==> config.mk <==
export PLATFORM = sky130hd
export DESIGN_NAME = lcd_ctrl_flat
export DESIGN_NICKNAME = d
export VERILOG_FILES = /design/src/rtl/lcd_pkg.sv /design/src/rtl/lcd_ctrl_if.sv /design/src/rtl/lcd_byte_writer.sv /design/src/rtl/lcd_ctrl.sv /design/src/flat_wrapper.sv
export SDC_FILE = /design/constraint.sdc
export NUM_CORES = 1
export LEC_CHECK = 0
export BUFFER_PORTS_ARGS = -buffer_cell sky130_fd_sc_hd__clkbuf_2
export CORE_UTILIZATION = 50
export CTS_CLUSTER_SIZE = 30
export DETAILED_ROUTE_END_ITERATION = 8
export HOLD_SLACK_MARGIN = 0.06
export PLACE_DENSITY_LB_ADDON = 0.25
export SLEW_MARGIN = 30
export SYNTH_ARGS = -nofsm -noshare
export SYNTH_HDL_FRONTEND = slang
export SYNTH_SLANG_ARGS = --single-unit
==> constraint.sdc <==
create_clock -name clk -period 2.1 [get_ports clk]
set_input_delay 0.525 -clock clk [delete_from_list [all_inputs] [get_ports clk]]
set_output_delay 0.525 -clock clk [all_outputs]
set_load 0.01 [all_outputs]
==> src/rtl/lcd_pkg.sv <==
// lcd_pkg: sequencer states, writer phases and
// HD44780 command bytes shared by the lcd_ctrl slice.
package lcd_pkg;

    typedef enum logic [2:0] {
        POWERUP,
        INIT,
        IDLE,
        ADDR,
        CHAR
    } state_t;

    typedef enum logic [1:0] {
        WR_IDLE,
        WR_SETUP,
        WR_HIGH,
        WR_WAIT
    } wr_state_t;

    localparam logic [7:0] CMD_FUNC  = 8'h38;
    localparam logic [7:0] CMD_ON    = 8'h0C;
    localparam logic [7:0] CMD_CLR   = 8'h01;
    localparam logic [7:0] CMD_ENTRY = 8'h06;
    localparam logic [7:0] CMD_LINE0 = 8'h80;
    localparam logic [7:0] CMD_LINE1 = 8'hC0;

    function automatic logic [7:0] init_cmd(input logic [1:0] step);
        logic [7:0] c;
        unique case (step)
            2'd0:    c = CMD_FUNC;
            2'd1:    c = CMD_ON;
            2'd2:    c = CMD_CLR;
            default: c = CMD_ENTRY;
        endcase
        return c;
    endfunction

    // Counts are zero-based, so the largest wait needs
    // only $clog2 of itself.
    function automatic int cnt_width(input int a, input int b, input int c);
        int m;
        m = a;
        if (b > m) m = b;
        if (c > m) m = c;
        return (m < 2) ? 1 : $clog2(m);
    endfunction

endpackage

==> src/rtl/lcd_ctrl_if.sv <==
// lcd_ctrl_if: text-source fetch port plus LCD pins.
// master = sequencer side, slave = text source / panel side.
interface lcd_ctrl_if;
    logic       char_line;
    logic [3:0] char_idx;
    logic [7:0] char_data;
    logic       lcd_rs;
    logic       lcd_rw;
    logic       lcd_en;
    logic [7:0] lcd_data;

    modport master (
        output char_line, char_idx,
        output lcd_rs, lcd_rw, lcd_en, lcd_data,
        input  char_data
    );

    modport slave (
        input  char_line, char_idx,
        input  lcd_rs, lcd_rw, lcd_en, lcd_data,
        output char_data
    );
endinterface

==> src/rtl/lcd_byte_writer.sv <==
// lcd_byte_writer: one byte = setup, E high, E low wait.
// start/rs/wr_byte/long_wait in; done, lcd_en/rs/data out.
module lcd_byte_writer
    import lcd_pkg::*;
#(
    parameter int E_PULSE  = 25,
    parameter int CMD_WAIT = 2000,
    parameter int CLR_WAIT = 82000,
    parameter int CW       = 17
) (
    input  logic       clk,
    input  logic       rst,
    input  logic       start,
    input  logic       rs,
    input  logic [7:0] wr_byte,
    input  logic       long_wait,
    output logic       done,
    output logic       lcd_en,
    output logic       lcd_rs,
    output logic [7:0] lcd_data
);
    localparam logic [CW-1:0] E_LAST = CW'(E_PULSE - 1);
    localparam logic [CW-1:0] N_LAST = CW'(CMD_WAIT - 1);
    localparam logic [CW-1:0] C_LAST = CW'(CLR_WAIT - 1);

    wr_state_t     st_q, st_d;
    logic [CW-1:0] cnt_q, cnt_d;
    logic          long_q, long_d;
    logic          en_q, en_d;
    logic          rs_q, rs_d;
    logic [7:0]    data_q, data_d;
    logic [CW-1:0] w_last;

    assign w_last = long_q ? C_LAST : N_LAST;

    always_ff @(posedge clk) begin
        if (rst) begin
            st_q   <= WR_IDLE;
            cnt_q  <= '0;
            long_q <= 1'b0;
            en_q   <= 1'b0;
            rs_q   <= 1'b0;
            data_q <= 8'h00;
        end else begin
            st_q   <= st_d;
            cnt_q  <= cnt_d;
            long_q <= long_d;
            en_q   <= en_d;
            rs_q   <= rs_d;
            data_q <= data_d;
        end
    end

    always_comb begin
        st_d   = st_q;
        cnt_d  = cnt_q;
        long_d = long_q;
        en_d   = en_q;
        rs_d   = rs_q;
        data_d = data_q;
        done   = 1'b0;
        unique case (st_q)
            WR_SETUP: begin
                st_d  = WR_HIGH;
                cnt_d = '0;
                en_d  = 1'b1;
            end
            WR_HIGH: begin
                if (cnt_q == E_LAST) begin
                    st_d  = WR_WAIT;
                    cnt_d = '0;
                    en_d  = 1'b0;
                end else begin
                    cnt_d = cnt_q + 1'b1;
                end
            end
            WR_WAIT: begin
                if (cnt_q == w_last) begin
                    done = 1'b1;
                    st_d = WR_IDLE;
                end else begin
                    cnt_d = cnt_q + 1'b1;
                end
            end
            default: ;
        endcase
        // The caller restarts in the done cycle, so a start
        // overrides the return to idle with no gap.
        if (start) begin
            st_d   = WR_SETUP;
            cnt_d  = '0;
            rs_d   = rs;
            data_d = wr_byte;
            long_d = long_wait;
        end
    end

    assign lcd_en   = en_q;
    assign lcd_rs   = rs_q;
    assign lcd_data = data_q;

endmodule

==> src/rtl/lcd_ctrl.sv <==
// lcd_ctrl: HD44780 16x2 sequencer (power-up, init, frames).
// clk/rst/refresh in; busy, frame_done out; bus = fetch + pins.
module lcd_ctrl
    import lcd_pkg::*;
#(
    parameter int E_PULSE   = 25,
    parameter int CMD_WAIT  = 2000,
    parameter int CLR_WAIT  = 82000,
    parameter int INIT_WAIT = 2000000
) (
    input  logic       clk,
    input  logic       rst,
    input  logic       refresh,
    lcd_ctrl_if.master bus,
    output logic       busy,
    output logic       frame_done
);
    localparam int CW = cnt_width(INIT_WAIT, CLR_WAIT, CMD_WAIT);
    localparam logic [CW-1:0] IW_LAST = CW'(INIT_WAIT - 1);

    state_t        state_q, state_d;
    logic [CW-1:0] pw_q, pw_d;
    logic [1:0]    step_q, step_d;
    logic [3:0]    col_q, col_d;
    logic          line_q, line_d;
    logic          pend_q, pend_d;
    logic          fd_q, fd_d;

    logic       start;
    logic       s_rs;
    logic [7:0] s_byte;
    logic       wr_done;

    always_ff @(posedge clk) begin
        if (rst) begin
            state_q <= POWERUP;
            pw_q    <= '0;
            step_q  <= 2'd0;
            col_q   <= 4'd0;
            line_q  <= 1'b0;
            pend_q  <= 1'b0;
            fd_q    <= 1'b0;
        end else begin
            state_q <= state_d;
            pw_q    <= pw_d;
            step_q  <= step_d;
            col_q   <= col_d;
            line_q  <= line_d;
            pend_q  <= pend_d;
            fd_q    <= fd_d;
        end
    end

    // col_q is the next column to fetch; it advances when
    // its byte is started, so the address is already set up
    // for the following fetch. Wrapping to 0 ends a line.
    always_comb begin
        state_d = state_q;
        pw_d    = pw_q;
        step_d  = step_q;
        col_d   = col_q;
        line_d  = line_q;
        pend_d  = pend_q;
        fd_d    = 1'b0;
        start   = 1'b0;
        s_rs    = 1'b0;
        s_byte  = 8'h00;
        if (state_q != IDLE && refresh) pend_d = 1'b1;
        unique case (state_q)
            POWERUP: begin
                if (pw_q == IW_LAST) begin
                    start   = 1'b1;
                    s_byte  = CMD_FUNC;
                    step_d  = 2'd0;
                    state_d = INIT;
                end else begin
                    pw_d = pw_q + 1'b1;
                end
            end
            INIT: begin
                if (wr_done) begin
                    if (step_q == 2'd3) begin
                        pend_d  = 1'b1;
                        state_d = IDLE;
                    end else begin
                        start  = 1'b1;
                        s_byte = init_cmd(step_q + 2'd1);
                        step_d = step_q + 2'd1;
                    end
                end
            end
            IDLE: begin
                if (pend_q || refresh) begin
                    pend_d  = 1'b0;
                    line_d  = 1'b0;
                    col_d   = 4'd0;
                    start   = 1'b1;
                    s_byte  = CMD_LINE0;
                    state_d = ADDR;
                end
            end
            ADDR: begin
                if (wr_done) begin
                    start   = 1'b1;
                    s_rs    = 1'b1;
                    s_byte  = bus.char_data;
                    col_d   = col_q + 4'd1;
                    state_d = CHAR;
                end
            end
            CHAR: begin
                if (wr_done) begin
                    if (col_q != 4'd0) begin
                        start  = 1'b1;
                        s_rs   = 1'b1;
                        s_byte = bus.char_data;
                        col_d  = col_q + 4'd1;
                    end else if (!line_q) begin
                        line_d  = 1'b1;
                        start   = 1'b1;
                        s_byte  = CMD_LINE1;
                        state_d = ADDR;
                    end else begin
                        line_d  = 1'b0;
                        fd_d    = 1'b1;
                        state_d = IDLE;
                    end
                end
            end
            default: state_d = POWERUP;
        endcase
    end

    lcd_byte_writer #(
        .E_PULSE  (E_PULSE),
        .CMD_WAIT (CMD_WAIT),
        .CLR_WAIT (CLR_WAIT),
        .CW       (CW)
    ) u_wr (
        .clk       (clk),
        .rst       (rst),
        .start     (start),
        .rs        (s_rs),
        .wr_byte   (s_byte),
        .long_wait (!s_rs && s_byte == CMD_CLR),
        .done      (wr_done),
        .lcd_en    (bus.lcd_en),
        .lcd_rs    (bus.lcd_rs),
        .lcd_data  (bus.lcd_data)
    );

    assign bus.char_line = line_q;
    assign bus.char_idx  = 4'd15 - col_q;
    assign bus.lcd_rw    = 1'b0;
    assign busy          = (state_q != IDLE);
    assign frame_done    = fd_q;

endmodule

==> src/flat_wrapper.sv <==
// flat-port wrapper written by rule: the top's interface ports become plain ports
module lcd_ctrl_flat import lcd_pkg::*;
#(
    parameter int E_PULSE   = 25,
    parameter int CMD_WAIT  = 2000,
    parameter int CLR_WAIT  = 82000,
    parameter int INIT_WAIT = 2000000
)
  (clk, rst, refresh, busy, frame_done, bus_char_line, bus_char_idx, bus_lcd_rs, bus_lcd_rw, bus_lcd_en, bus_lcd_data, bus_char_data);
  lcd_ctrl_if bus_i ();
  input  logic clk;
  input  logic rst;
  input  logic refresh;
  output logic busy;
  output logic frame_done;
  output wire logic [$bits(bus_i.char_line)-1:0] bus_char_line;
  output wire logic [$bits(bus_i.char_idx)-1:0] bus_char_idx;
  output wire logic [$bits(bus_i.lcd_rs)-1:0] bus_lcd_rs;
  output wire logic [$bits(bus_i.lcd_rw)-1:0] bus_lcd_rw;
  output wire logic [$bits(bus_i.lcd_en)-1:0] bus_lcd_en;
  output wire logic [$bits(bus_i.lcd_data)-1:0] bus_lcd_data;
  input wire logic [$bits(bus_i.char_data)-1:0] bus_char_data;
  assign bus_char_line = bus_i.char_line;
  assign bus_char_idx = bus_i.char_idx;
  assign bus_lcd_rs = bus_i.lcd_rs;
  assign bus_lcd_rw = bus_i.lcd_rw;
  assign bus_lcd_en = bus_i.lcd_en;
  assign bus_lcd_data = bus_i.lcd_data;
  assign bus_i.char_data = bus_char_data;
  lcd_ctrl #(.E_PULSE(E_PULSE), .CMD_WAIT(CMD_WAIT), .CLR_WAIT(CLR_WAIT), .INIT_WAIT(INIT_WAIT)) u_core (.clk(clk), .rst(rst), .refresh(refresh), .bus(bus_i), .busy(busy), .frame_done(frame_done));
endmodule
Yosys cells after proc, flatten, opt, wreduce, memory -nomap -nowiden

Index checks and enable logic that the tools add are counted.

Add/subtract/negate cells: 5
Multiply operators: 0
Div/mod/pow operators: 0
Order comparisons: 0
Equality and inequality tests: 29
Shift operators: 0
Mux-type cells: 62
Bitwise operators: 3
Reductions and logical operators: 24

Operator list:

| cell                    | number |
|---|---|
| $pmux W21 S3            | 1 |
| $mux W8                 | 7 |
| $add A21 B1 Y21 const B | 2 |
| $mux W21                | 2 |
| $pmux W8 S5             | 1 |
| $mux W1                 | 23 |
| $eq A21 B21 Y1          | 1 |
| $eq A21 B21 Y1 const B  | 1 |
| $eq A21 B5 Y1 const B   | 1 |
| $mux W3                 | 7 |
| $pmux W6 S3             | 1 |
| $mux W17                | 1 |
| $mux W4                 | 4 |
| $ne A2 B2 Y1 const B    | 8 |
| $pmux W3 S5             | 1 |
| $pmux W4 S3             | 1 |
| $mux W2                 | 5 |
| $ne A3 B2 Y1 const B    | 3 |
| $eq A2 B2 Y1 const B    | 4 |
| $eq A8 B1 Y1 const B    | 1 |
| $ne A2 B1 Y1 const B    | 4 |
| $pmux W1 S2             | 4 |
| $reduce_and A4 Y1       | 2 |
| $reduce_bool A4 Y1      | 2 |
| 25 further kinds        | 36 |

Bits in registers: 67
Bits in latches: 0
Bits in writable memories: 0
Memory bits (read-only): 0
Input bits: 11
Output and inout port bits: 18
Memories: 0

Longest topological paths before layout

Gate-level depths: netlist of the first run.

Depth in word-level cells: 8
Depth in mapped cells: 9
Gate-level depth less buffers: 7

Modules after synthesis

Synthesis of the first run repeated with hierarchy kept, for this count alone.

Cells, all modules: 446
Area, all modules: 3,732.3 um^2

By module, submodules not included:

| module          | instances | cells an instance | area each (um^2) |
|---|---|---|---|
| lcd_ctrl        | 1         | 247               | 2,006.9 |
| lcd_byte_writer | 1         | 199               | 1,725.4 |

Worst setup path after synthesis of the first run

No wires, ideal clock.

Path type: register to register
Start point: register u_core.u_wr.cnt_q[0]
End point: register u_core.u_wr.cnt_q[20]
Arrival time: 2.130 ns
Data required time: 2.036 ns
Path slack: -0.094 ns
Stages on the path, launching flop included: 10
Path buffers: 3
Cell sequence: dfxtp_1 -> ha_1 -> and3_1 -> and4_1 -> buf_2 -> and4_4 -> or4b_1 -> buf_6 -> buf_12 -> nor2_1

Word-level cells in the longest chain between the ends: 6
Elaborated cells on any way between the ends: 15

RTL lines:

| what                                                    | RTL line              | RTL |
|---|---|---|
| start: declaration                                      | lcd_byte_writer.sv:27 | `logic [CW-1:0] cnt_q, cnt_d;` |
| start signal: assignment                                | lcd_byte_writer.sv:46 | `cnt_q <= cnt_d;` |
| branches (longest 6 deep; another with $add A21 B1 Y21) | n/a                   |  |

Parallel ways; which one is timed is not known. The select of a mux whose other input is x is not followed.
A chain may end at the register's enable or synchronous reset.

Worst setup path in the final report of the first run

Start point: register u_core.col_q[1]
End point: register u_core.u_wr.cnt_q[12]

Word-level cells in the longest chain between the ends: 5

RTL lines:

| what                       | RTL line        | RTL |
|---|---|---|
| start: declaration         | lcd_ctrl.sv:24  | `logic [3:0] col_q, col_d;` |
| start signal: assignment   | lcd_ctrl.sv:47  | `col_q <= col_d;` |
| $reduce_bool A4 Y1         | lcd_ctrl.sv:113 | `if (col_q != 4'd0) begin` |
| $mux W1                    | lcd_ctrl.sv:113 |  |
| $mux W1                    | lcd_ctrl.sv:112 | `if (wr_done) begin` |
| $pmux W1 S5                | lcd_ctrl.sv:69  | `unique case (state_q)` |
| $reduce_or A2 Y1 (no line) | n/a             |  |

Every way passes these cells.

==> flow_summary.ini, run 1 <==
[logic_synthesis]
synth_top_area_share_pct = 35.3
ys_ff_latch = 67
synthFlopType = dfxtp_1
synth.most_common_cell = dfxtp_1
syn-cell-area_sq_mm = 0.00380
synth_common_cells = 67 x dfxtp_1, 49 x nor2_1, 34 x a21oi_1, 34 x nand2_1, 28 x nand3_1
netlist_instances = 464
synth_enable_flop_cells = 0
ys_types = 69
avgSynthCellArea_sq_um = 8.18
ys_warn_count = 0
yosysSeqAreaShare_pct = 35.3
syn-num-nets = 486
yosys.area.top_type = dfxtp_1
postSynth.asyncResetShare_pct = 0
ys_top_cells_by_area = dfxtp_1 35%, nor2_1 4.8%, a21oi_1 4.5%

[worst_setup_path]
cp_top_family = simple AND/OR/NAND/NOR gates
crit_slowest_cell = or4b_4
endpoint_kind = register
critPathMaxFanout = 10
cp.required_ns = 2.38
r2r_start = u_core.col_q[1]$_SDFFE_PP0P_
cp-start-kind = register
slowest_delay_ns = 0.57
crit_arrival_ns = 2.38
critPathBufInv = 3
critPathLaunch = u_core.col_q[1]$_SDFFE_PP0P_
path_class = register to register
crit_chain = inv_2 > ha_4 > nor4bb_4 > buf_4 > o22ai_4 > and4_4 > or4b_4 > buf_6 > a21oi_1

[drt]
drt-met1-wl_microns = 4370
routed.top_layer = met4
vias_per_cell = 5.92
detail-route-antenna-nets = 0
dr.first_iter.drc_count = 247
routed_wl_microns = 10200
drt_pass1_iterations = 4
detail_route.wl_per_cell_microns = 15.5
drc = 0
met3WireLength_microns = 607
vias = 3924
wl_met2_microns = 5100

[sta]
fin_crit_sh_pct = 99.7
worst_slack_ns = 0.00595
fin_crit_ns = 2.09
whs_ns = 0.498
maxSlewHeadroom_pct = 63.9
rsz0062_at_grt = yes
max_freq_mhz = 478
slew_violations = 0
finalSetupViolCount = 0
worstMarginPinSlew_ns = 0.536
fin_skew_ns = 0.00936
hold_violations = 0
fin_setup_tns_ns = 0

[floorplanning]
design.core.area_sq_mm = 0.00729
fp.dieArea_sq_mm = 0.00795
io_pins = 29
rows = 31
initial_core_util_pct = 52.1
chipWidth_microns = 89.2
die_h_microns = 89.2

[grt]
grt_pass1_vias = 3432
grt_use_total_pct = 26.3
grt_pass1_wl_microns = 16100
grt_max_degree = 40
grt_antenna_before_repair = 0
grt_overflow = 0

[clock_network]
cts_buffer_depth = 2
htree_levels = 3
cts-root-buf = clkbuf_8
clock-sinks = 67
path_clk_slew_ns = 0.08
insertion_delay_ns = 0.35
cts_buffers = 9
cts_tree = built

[finish]
n_antenna_cell = 0
final_net_count = 582
syn_to_final_growth_pct = 28.6
instances_no_fill = 663
drive_above_1_share_pct = 30.7

[hold_path]
worstHoldPathType = register to register
worstHoldStart = u_core.u_wr.lcd_data[2]$_SDFFE_PP0P_

[outcome]
outcome = complete, no violations

[power_and_ir_drop]
p_leak_nw = 1.80
peakVddDrop_v = 0.000310
power_density_mw_per_mm2 = 475

[place]
portBuffers = 27
place_ws_ns = -0.0963
gp_congestion = 0.923
dp_cells = 645
dpl.hpwl_microns = 7180

[flow_run]
cap_violations = 0
[layout by cell type, fill, tap and decap left out, types with 5 or more instances in the layout]
cell type,n
o21ai_0,20
nand4_1,8
o31ai_1,6
ha_1,9
xnor2_1,15
nor2b_1,8
buf_4,76
and2_1,5
clkbuf_8,10
clkbuf_2,27
a211oi_1,6
dfxtp_1,62
nor2_1,46
nand2_1,34
nor3_1,11
or3_1,14
or4_1,9
dfxtp_2,5
inv_1,16
a31o_2,5
xor2_1,5
a21oi_1,31
nand3_1,28
o211ai_1,6
[sequential cells by signal (all words and copies together) (netlist names)]
name	cells
u_core.bus.char_line	1
u_core.col_q	4
u_core.frame_done	1
u_core.pend_q	1
u_core.pw_q	21
u_core.state_q	3
u_core.step_q	2
u_core.u_wr.cnt_q	21
u_core.u_wr.lcd_data	8
u_core.u_wr.lcd_en	1
u_core.u_wr.lcd_rs	1
u_core.u_wr.long_q	1
u_core.u_wr.st_q	2
[cells by family (layout without fill, tap and decap cells)]
family,count (synthesis),after routing,share of synthesized area [%]
AND/OR/NAND/NOR,210,210,30.8
flip-flops,67,67,35.3
XOR/XNOR,21,21,4.84
other,1,1,0.0988
adder cells (fa/ha/maj),11,11,3.62
multiplexers,3,3,0.791
buffers and inverters,40,140,5.04
AO/OA/AOI/OAI,111,111,19.5
[per-layer routing]
| layer | up-vias | GRT usage (%) |
|---|---|---|
| li1 | 1893 | - |
| met1 | 1843 | 33.9 |
| met2 | 169 | 43.8 |
| met3 | 19 | 6.28 |
| met4 | 0 | 7.79 |
| met5 | - | 0 |
[path summary, 6_finish.rpt]
kind / slack [ns] / depth (start not counted) / endpoint
max: 0.006 / 9 / u_core.u_wr.cnt_q[12]$_SDFFE_PP0P_
min: 0.50 / 1 / u_core.u_wr.lcd_data[2]$_SDFFE_PP0P_
min reg2reg: 0.50 / 1 / u_core.u_wr.lcd_data[2]$_SDFFE_PP0P_
max reg2reg: 0.006 / 9 / u_core.u_wr.cnt_q[12]$_SDFFE_PP0P_
[where the power goes]
group          internal, W   total, W  leakage [nW]  switching (W)
Combinational    0.0000286  0.0000753          1.18      0.0000466
Sequential         0.00128    0.00128         0.543     0.00000680
Clock             0.000447   0.000961        0.0839       0.000514
[layout make-up]
| type | instances | area [sq um] |
|---|---|---|
| clock buffers | 10 | 138 |
| clock inverters | 5 | 30.0 |
| fillers | 642 | 2410 |
| inverters | 18 | 67.6 |
| multi-input cells | 357 | 2420 |
| flip-flops and latches | 67 | 1350 |
| well taps | 99 | 124 |
| repair buffers | 107 | 754 |
[repair_timing]
action | CTS | global route
setup endpoints to repair | 21 | 47
gates cloned | 1 | 0
gates resized for setup | 9 | 32
pin swaps | 3 | 9
hold buffers | 0 | 0
buffers inserted | 0 | 2
hold endpoints to repair | 0 | 0
[worst reg2reg max path: cells and delay by family, from the launching register on]
family	cells	cell delay (ns)
simple gates	3	0.97
compound gates	2	0.17
flops	1	0.33
buf+inv	3	0.42
fa+ha+maj	1	0.14
[per-stage QoR]
| step | util [%] | total power [W] | cell area [sq um] |
|---|---|---|---|
| 3_5_place_dp | 62.1 | 0.00138 | 4530 |
| 2_1_floorplan | - | 0.00136 | 3820 |
| 3_3_place_gp | 62.1 | 0.00138 | 4530 |
| 4_1_cts | 65.0 | 0.00233 | 4740 |
| 6_report | 67.0 | 0.00232 | 4880 |
| 5_1_grt | 67.0 | 0.00242 | 4880 |
Power figures use the tool's default switching activity.
==> run 2, diff against run 1 <==
- clock period: 2.1 -> 2.2 ns (I/O delays scaled with it)
==> run 2 against run 1 <==
Net effect:
- core utilization is 3.8 points lower
- sequential power is 4% lower
- register-to-register slack better by 0.08 ns
- non-clock buffer count is 24 lower
- global-route usage is 0.81 points lower
- critical endpoint is now u_core.u_wr.cnt_q[5]$_SDFFE_PP0P_
- maximum frequency is 0.77% lower
- setup slack better by 0.084 ns
==> flow_summary.ini, run 2 (same netlist as run 1, synthesis figures left out) <==
[outcome]
outcome = complete, no violations

[worst_setup_path]
crit_arrival_ns = 2.33
critPathMaxFanout = 13
endpoint_kind = register
cp-start-kind = register
cp.required_ns = 2.42
slowest_delay_ns = 0.46
r2r_slack_ns = 0.09
crit_slowest_cell = or3_1
path_class = register to register
critPathBufInv = 1
cp_top_family = compound AO/OA/AOI/OAI gates
crit_chain = or3_1 > o22ai_4 > a31o_2 > buf_4 > o21ai_0 > a2111oi_1

[grt]
grt_use_total_pct = 25.5
grt_pass1_wl_microns = 15500
grt_max_degree = 24
grt_antenna_before_repair = 0
grt_pass1_vias = 3378
grt_overflow = 0

[clock_network]
cts-root-buf = clkbuf_8
insertion_delay_ns = 0.34
path_clk_slew_ns = 0.07
postCtsHoldBufs = 0
cts_buffer_depth = 2
clock-sinks = 67
cts_tree = built
cts_buffers = 9
htree_levels = 3

[place]
gp_congestion = 0.860
portBuffers = 27
dpl.hpwl_microns = 7110
place_ws_ns = -0.0446
dp_cells = 622
placed_cell_area_sq_mm = 0.00434

[sta]
worstMarginPinSlew_ns = 0.575
fin_skew_ns = 0.00852
fin_crit_sh_pct = 95.9
hold_violations = 0
fin_setup_tns_ns = 0
slew_violations = 0
rsz0062_at_grt = yes
max_freq_mhz = 474
finalSetupViolCount = 0
fin_crit_ns = 2.11
maxSlewHeadroom_pct = 61.7
worst_slack_ns = 0.0897
whs_ns = 0.481

[finish]
seq_area_sq_mm = 0.00134
syn_to_final_growth_pct = 21.4
multi_input_area_sq_mm = 0.00233
drive_above_1_share_pct = 24.8
design_area_sq_mm = 0.00461
final_net_count = 558
final_cell_mix = 65 x dfxtp_1, 54 x buf_4, 47 x nor2_1
instances_no_fill = 640
fillCellCount = 662
layout_commonest_cell = dfxtp_1
n_antenna_cell = 0

[power_and_ir_drop]
peakVddDrop_v = 0.000315
power_density_mw_per_mm2 = 486
p_leak_nw = 1.68

[drt]
detail-route-antenna-nets = 0
vias = 3765
drc = 0
dr.first_iter.drc_count = 214
routed_wl_microns = 9710
detail_route.wl_per_cell_microns = 15.2
drt_pass1_iterations = 5
vias_per_cell = 5.88

[floorplanning]
fp.dieArea_sq_mm = 0.00795
design.core.area_sq_mm = 0.00729
io_pins = 29
rows = 31
die_h_microns = 89.2
chipWidth_microns = 89.2
initial_core_util_pct = 52.1

[hold_path]
worstHoldPathType = register to register

[flow_run]
cap_violations = 0
[run 2: changes by cell type in the layout (fill, tap and decap cells not counted), sizes merged]
cell / delta
buf: -24
clkbuf: +2
clkinv: -1
[run 2: repair_timing]
| item | CTS | global route |
|---|---|---|
| setup buffers | 0 | 2 |
| pin swaps | 0 | 4 |
| resized for setup | 3 | 18 |
| endpoints found under the setup margin | 15 | 31 |
[run 2: cell type report]
class                      count  share of cell area, %
clock buffer                  12                   3.37
timing repair buffer          83                   12.2
multi-input combinational    357                   50.6
inverter                      18                   1.47
sequential                    67                   29.2
tap                           99                   2.69
clock inverter                 4                  0.543
[run 2: worst min-delay path, delay by kind of cell (launching register included)]
kind            cells  cell delay [ns]
compound gates      1             0.06
simple gates        1             0.05
flops               1             0.32
[run 2: per-layer routing]
metal	global-route usage, %	share of wire (%)
met5	0	0
met4	13.3	2.4
met3	4.99	4.6
met2	41.0	48
met1	32.4	45
[run 2: where the power goes]
part	switching [W]	internal [W]
logic	0.0000420	0.0000268
clock network	0.000477	0.000467
registers	0.00000678	0.00122
total	0.000525	0.00171
[run 2: metrics by stage]
step / total power (W) / utilization [%]
floorplan: 0.00130 / -
global placement: 0.00132 / 59.5
detailed placement: 0.00132 / 59.5
CTS: 0.00225 / 62.2
global route: 0.00232 / 63.2
finish: 0.00224 / 63.2
[run 2: path summary, 6_finish.rpt]
path | startpoint | to | cells past startpoint
setup / recovery | u_core.u_wr.cnt_q[8]$_SDFFE_PP0P_ | u_core.u_wr.cnt_q[5]$_SDFFE_PP0P_ | 6
hold / removal | u_core.u_wr.lcd_data[6]$_SDFFE_PP0P_ | u_core.u_wr.lcd_data[6]$_SDFFE_PP0P_ | 2
setup reg to reg | u_core.u_wr.cnt_q[8]$_SDFFE_PP0P_ | u_core.u_wr.cnt_q[5]$_SDFFE_PP0P_ | 6
hold reg to reg | u_core.u_wr.lcd_data[6]$_SDFFE_PP0P_ | u_core.u_wr.lcd_data[6]$_SDFFE_PP0P_ | 2
